==> config.mk <==
export PLATFORM = sky130hd
export DESIGN_NAME = audio_tone_serializer_flat
export DESIGN_NICKNAME = d
export VERILOG_FILES = /design/src/rtl/audio_tone_serializer_if.sv /design/src/rtl/audio_tone_serializer.sv /design/src/flat_wrapper.sv
export SDC_FILE = /design/constraint.sdc
export NUM_CORES = 1
export LEC_CHECK = 0
export ABC_AREA = 1
export BUFFER_PORTS_ARGS = -buffer_cell sky130_fd_sc_hd__buf_4
export CORE_ASPECT_RATIO = 1.2
export CORE_UTILIZATION = 30
export DETAILED_ROUTE_END_ITERATION = 12
export PLACE_DENSITY = 0.52
export RECOVER_POWER = 100
export SLEW_MARGIN = 0
export SYNTH_ARGS = -nofsm -noshare
export SYNTH_HDL_FRONTEND = slang
export SYNTH_SLANG_ARGS = --single-unit
export TNS_END_PERCENT = 10
==> constraint.sdc <==
create_clock -name clk -period 6.7 [get_ports clk]
set_clock_uncertainty 0.15 [all_clocks]
set_input_delay 0.67 -clock clk [delete_from_list [all_inputs] [get_ports clk]]
set_output_delay 0.67 -clock clk [all_outputs]
set_load 0.02 [all_outputs]
==> src/rtl/audio_tone_serializer_if.sv <==
// Note-source to tone-serializer bundle plus the DAC pin outputs.
// master: note source side; slave: the serializer.
interface audio_tone_serializer_if #(
  parameter int DIV_W = 22
);
  logic [DIV_W-1:0] note_div_left;
  logic [DIV_W-1:0] note_div_right;
  logic [15:0]      amplitude;
  logic             mute;
  logic             audio_mclk;
  logic             audio_lrck;
  logic             audio_sck;
  logic             audio_sdin;
  logic             frame_tick;

  modport master (
    output note_div_left,
    output note_div_right,
    output amplitude,
    output mute,
    input  audio_mclk,
    input  audio_lrck,
    input  audio_sck,
    input  audio_sdin,
    input  frame_tick
  );

  modport slave (
    input  note_div_left,
    input  note_div_right,
    input  amplitude,
    input  mute,
    output audio_mclk,
    output audio_lrck,
    output audio_sck,
    output audio_sdin,
    output frame_tick
  );
endinterface

==> src/rtl/audio_tone_serializer.sv <==
// Dual square-wave tone synth feeding a left-justified I2S DAC.
// Ports: clk; rst (async, active-low); bus (slave): note_div_left/right,
// amplitude, mute in; audio_mclk/lrck/sck/sdin, frame_tick out.
module audio_tone_serializer #(
  parameter int DIV_W   = 22,
  parameter int MIN_DIV = 2
) (
  input logic                    clk,
  input logic                    rst,
  audio_tone_serializer_if.slave bus
);

  logic [8:0]       fcnt;
  logic [8:0]       fnext;
  logic             load;
  logic [DIV_W-1:0] div  [2];
  logic [DIV_W-1:0] tcnt [2];
  logic [1:0]       phase;
  logic [15:0]      amp_eff;
  logic [15:0]      smp  [2];
  logic [15:0]      nxt_l;
  logic [15:0]      nxt_r;
  logic [15:0]      shadow_l;
  logic [15:0]      shadow_r;
  logic [15:0]      word;
  logic             sdin;

  assign div[0]  = bus.note_div_left;
  assign div[1]  = bus.note_div_right;
  assign fnext   = fcnt + 9'd1;
  assign load    = &fcnt;
  assign amp_eff = bus.amplitude[15] ? 16'h7fff
                                     : bus.amplitude;

  always_comb begin
    for (int i = 0; i < 2; i++) begin
      smp[i] = '0;
      if (div[i] >= DIV_W'(MIN_DIV))
        smp[i] = phase[i] ? 16'h0 - amp_eff
                          : amp_eff;
    end
  end

  assign nxt_l = bus.mute ? 16'h0 : smp[0];
  assign nxt_r = bus.mute ? 16'h0 : smp[1];

  // sdin is registered one slot early, so on the latch
  // cycle the word being loaded supplies the first bit.
  always_comb begin
    word = shadow_l;
    unique case (1'b1)
      load:     word = nxt_l;
      fnext[8]: word = shadow_r;
      default:  word = shadow_l;
    endcase
  end

  always_ff @(posedge clk or negedge rst) begin
    if (!rst) begin
      fcnt     <= '0;
      shadow_l <= '0;
      shadow_r <= '0;
      sdin     <= 1'b0;
    end else begin
      fcnt <= fnext;
      if (load) begin
        shadow_l <= nxt_l;
        shadow_r <= nxt_r;
      end
      sdin <= word[~fnext[7:4]];
    end
  end

  // >= rather than == so a shrinking divider wraps at once
  // instead of running the counter all the way round.
  always_ff @(posedge clk or negedge rst) begin
    if (!rst) begin
      for (int i = 0; i < 2; i++)
        tcnt[i] <= '0;
      phase <= '0;
    end else begin
      for (int i = 0; i < 2; i++) begin
        if (div[i] < DIV_W'(MIN_DIV)) begin
          tcnt[i]  <= '0;
          phase[i] <= 1'b0;
        end else if (tcnt[i] >= div[i] - DIV_W'(1)) begin
          tcnt[i]  <= '0;
          phase[i] <= ~phase[i];
        end else begin
          tcnt[i] <= tcnt[i] + DIV_W'(1);
        end
      end
    end
  end

  assign bus.audio_mclk = fcnt[1];
  assign bus.audio_sck  = fcnt[3];
  assign bus.audio_lrck = ~fcnt[8];
  assign bus.audio_sdin = sdin;
  assign bus.frame_tick = load;

endmodule

==> src/flat_wrapper.sv <==
// flat-port wrapper written by rule: the top's interface ports become plain ports
module audio_tone_serializer_flat 
#(
  parameter int DIV_W   = 22,
  parameter int MIN_DIV = 2
)
  (clk, rst, bus_note_div_left, bus_note_div_right, bus_amplitude, bus_mute, bus_audio_mclk, bus_audio_lrck, bus_audio_sck, bus_audio_sdin, bus_frame_tick);
  audio_tone_serializer_if #(.DIV_W(DIV_W)) bus_i ();
  input logic clk;
  input logic rst;
  input wire logic [$bits(bus_i.note_div_left)-1:0] bus_note_div_left;
  input wire logic [$bits(bus_i.note_div_right)-1:0] bus_note_div_right;
  input wire logic [$bits(bus_i.amplitude)-1:0] bus_amplitude;
  input wire logic [$bits(bus_i.mute)-1:0] bus_mute;
  output wire logic [$bits(bus_i.audio_mclk)-1:0] bus_audio_mclk;
  output wire logic [$bits(bus_i.audio_lrck)-1:0] bus_audio_lrck;
  output wire logic [$bits(bus_i.audio_sck)-1:0] bus_audio_sck;
  output wire logic [$bits(bus_i.audio_sdin)-1:0] bus_audio_sdin;
  output wire logic [$bits(bus_i.frame_tick)-1:0] bus_frame_tick;
  assign bus_i.note_div_left = bus_note_div_left;
  assign bus_i.note_div_right = bus_note_div_right;
  assign bus_i.amplitude = bus_amplitude;
  assign bus_i.mute = bus_mute;
  assign bus_audio_mclk = bus_i.audio_mclk;
  assign bus_audio_lrck = bus_i.audio_lrck;
  assign bus_audio_sck = bus_i.audio_sck;
  assign bus_audio_sdin = bus_i.audio_sdin;
  assign bus_frame_tick = bus_i.frame_tick;
  audio_tone_serializer #(.DIV_W(DIV_W), .MIN_DIV(MIN_DIV)) u_core (.clk(clk), .rst(rst), .bus(bus_i));
endmodule
==> qor.yml <==
dieArea_um2: 24200
drive_above_1_share: 0.108
syn_area_um2: 7070
cp.arrival_ps: 4780
synth_edf_count: 0
grt_pass1_wl_mm: 30.0
r2r-end: "u_core.bus.audio_sdin"
synth_common_cells: "nand2_1 (180), nor2_1 (138), inv_1 (126)"
seq_power_share: 0.429
swShare: 0.371
fin_cells: 1370
synth_adder_area_share: 0.0956
syn_nets: 1104
dp_cells: 1354
vdd_drop_max_mv: 0.0916
die_w_um: 142
grt_pass1_vias: 6131
avgSynthCellArea_um2: 7.16
yosys.area.top_type: "dfrtp_1"
reg2reg_from: "u_core.fcnt[0]"
ys.flop_type: "dfrtp_1"
grt_max_degree: 49
ys_warn_count: 0
yosysTopAreaCellShare: 0.311
p_int_mw: 1.05
synth-seq-area-share: 0.311
start_kind: "input pin"
finalSetupTns_ps: 0
synth_top_family_by_area: "simple AND/OR/NAND/NOR gates"
post-synth-top-count-cell: "nand2_1"
post_cts_resized: 0
htree_levels: 3
violations: "max-capacitance violations, max-slew violations"
fillers: 2506
rr_worst_depth: 21
hpwlAfterDp_mm: 13.9
top_usage_layer: "met2"
p_leak_nw: 3.80
hold_viol: 0
cts_buffers: 9
cts-root-buf: "clkbuf_16"
synthTopCellsByArea: "dfrtp_1 (31%), ha_1 (9.6%), nand2_1 (9.6%), nor2_1 (7.3%), inv_1 (6.7%)"
area_growth_syn_to_layout_pct: 14.9
slew_violations: 67
r2r_slack_ps: 2500
cts_setup_buffers: 0
synth_compound_area_frac: 0.108
min_path_cells: 1
power.density_nw_per_um2: 205
holdBufCountCts: 0
hp-class: "reg -> reg"
antenna_found_initial: 0
num-nets-final: 1167
p_switching_mw: 0.616
cts_buffer_depth: 2
die_h_um: 170
drtIter0Drc: 365
hold_slack_ps: 313
wirelength_mm: 17.7
initial_core_util: 0.306
synthArstFlopShare: 1.00
gp_congestion: 0.799
worst_setup_path_end_kind: "flip-flop"
ant_nets: 0
grt-ovfl-total: 0
comb_power_share: 0.270
met3_usage: 0.0338
power_mw: 1.66
wl_per_cell_um: 12.9
met2_usage: 0.269
pin_count: 68
rsz0062_at_grt: "no"
io_buffer_count: 67
synth-seq-cells: 88
timing.fmax_mhz: 208
cts_tree: "yes"
yosys-mux-area-fraction: 0
hold_path_end: "u_core.fcnt[0]"
design.core.area_um2: 23100
syn_inst: 987
fin_crit_sh: 0.717
clock_latency_ps: 360
setup_viol: 0
synth.distinct_cells: 44
grtUsageMet1: 0.195
hold_start: "u_core.fcnt[0]"
vias: 6375
n_antenna_cell: 0
firstDrtPassIters: 5
required_ps: 6680
outcome: "complete, but fails checks"
cp_max_fo: 24
synthXorXnorAreaFrac: 0.0818
crit_type: "in -> reg"
routed_via_density: 4.65
synthSimpleGateAreaFrac: 0.318
power.share.clock: 0.301
cap_viol_max_count: 2
grt_usage: 0.156
clk_pin_slew_ps: 70
cts_sinks: 88
max_slew_margin: -0.746
drc: 0
layout_min_cycle_time_ps: 4800
rows: 61
final_util: 0.351
worstMarginPinSlew_ps: 2590
[cells by family (layout without fill, tap and decap cells)]
family	count (synthesis)	in the layout
AO/OA/AOI/OAI	138	138
XOR/XNOR	66	66
adder cells (fa/ha/maj)	54	54
buffers and inverters	148	216
flip-flops	88	88
AND/OR/NAND/NOR	493	493
[placed cells by master (no fill, tap or decap), types with 6 or more instances in the layout]
cell and n:
nor3_1 20, xnor2_1 32, nand4_1 27, clkbuf_1 7
nor2_1 138, inv_1 127, buf_4 61, a32o_1 7
o22ai_1 8, dfrtp_1 88, nor2_4 6, xor2_1 34
clkbuf_16 9, a21oi_1 61, o21ai_0 52, nand2_1 182
nand3_1 75, nor2_2 15, ha_1 54
[sequential cells by signal, indices dropped and copies added (netlist names)]
signal and count:
u_core.shadow_l 16, u_core.fcnt 9, u_core.bus.audio_sdin 1, u_core.shadow_r 16, u_core.phase 2, u_core.tcnt 44
[critical path, stage by stage]
cell	delay, ps
clkbuf_1	120
nor2_1	140
nand2_1	60
nor2_1	200
nand3_1	170
nor3_1	290
nand4_1	190
xnor2_1	170
inv_1	50
ha_1	280
nand2_1	60
nor2_1	140
a21oi_1	80
o21ai_0	1930
o21ai_0	200
[metal layers]
metal,part of all wire,vias up
met4,0.013,0
met2,0.48,85
li1,-,3373
met1,0.47,2905
met5,0,-
met3,0.037,12
[final cells by class]
class	count	area [um^2]	share of cell area
repair buffers	69	492	0.0605
well taps	315	394	0.0485
flip-flops and latches	88	2200	0.271
inverters	131	492	0.0605
clock inverters	7	62.6	0.00770
multi-input cells	751	4250	0.524
clock buffers	9	225	0.0277
[per-stage QoR]
stage          cell area (um^2)  setup slack (ps)
6_report                   8120              1900
5_1_grt                    8120              1320
4_1_cts                    8160              2930
3_5_place_dp               7870              2550
3_3_place_gp               7870              2640
2_1_floorplan              7070              3240
[worst max path at each step]
stage / from / endpoint / slack [ps] / cells after the start
finish: bus_note_div_right[1] / u_core.phase[1] / 1900 / 15
global route: bus_note_div_right[1] / u_core.phase[1] / 1320 / 18
CTS: bus_note_div_left[0] / u_core.phase[0] / 2930 / 19
detailed placement: bus_note_div_left[0] / u_core.phase[0] / 2550 / 19
global placement: bus_note_div_left[0] / u_core.phase[0] / 2640 / 19
floorplan: bus_note_div_left[0] / u_core.tcnt[23] / 3240 / 19
[power groups by stage]
stage	Combinational, mW	Clock (mW)	Sequential (mW)
2_1_floorplan	0.356	0	0.663
3_3_place_gp	0.448	0	0.722
3_5_place_dp	0.456	0	0.723
4_1_cts	0.458	0.516	0.713
5_1_grt	0.530	0.539	0.728
6_report	0.449	0.500	0.712
No activity file was read; power rests on OpenSTA's default activity.
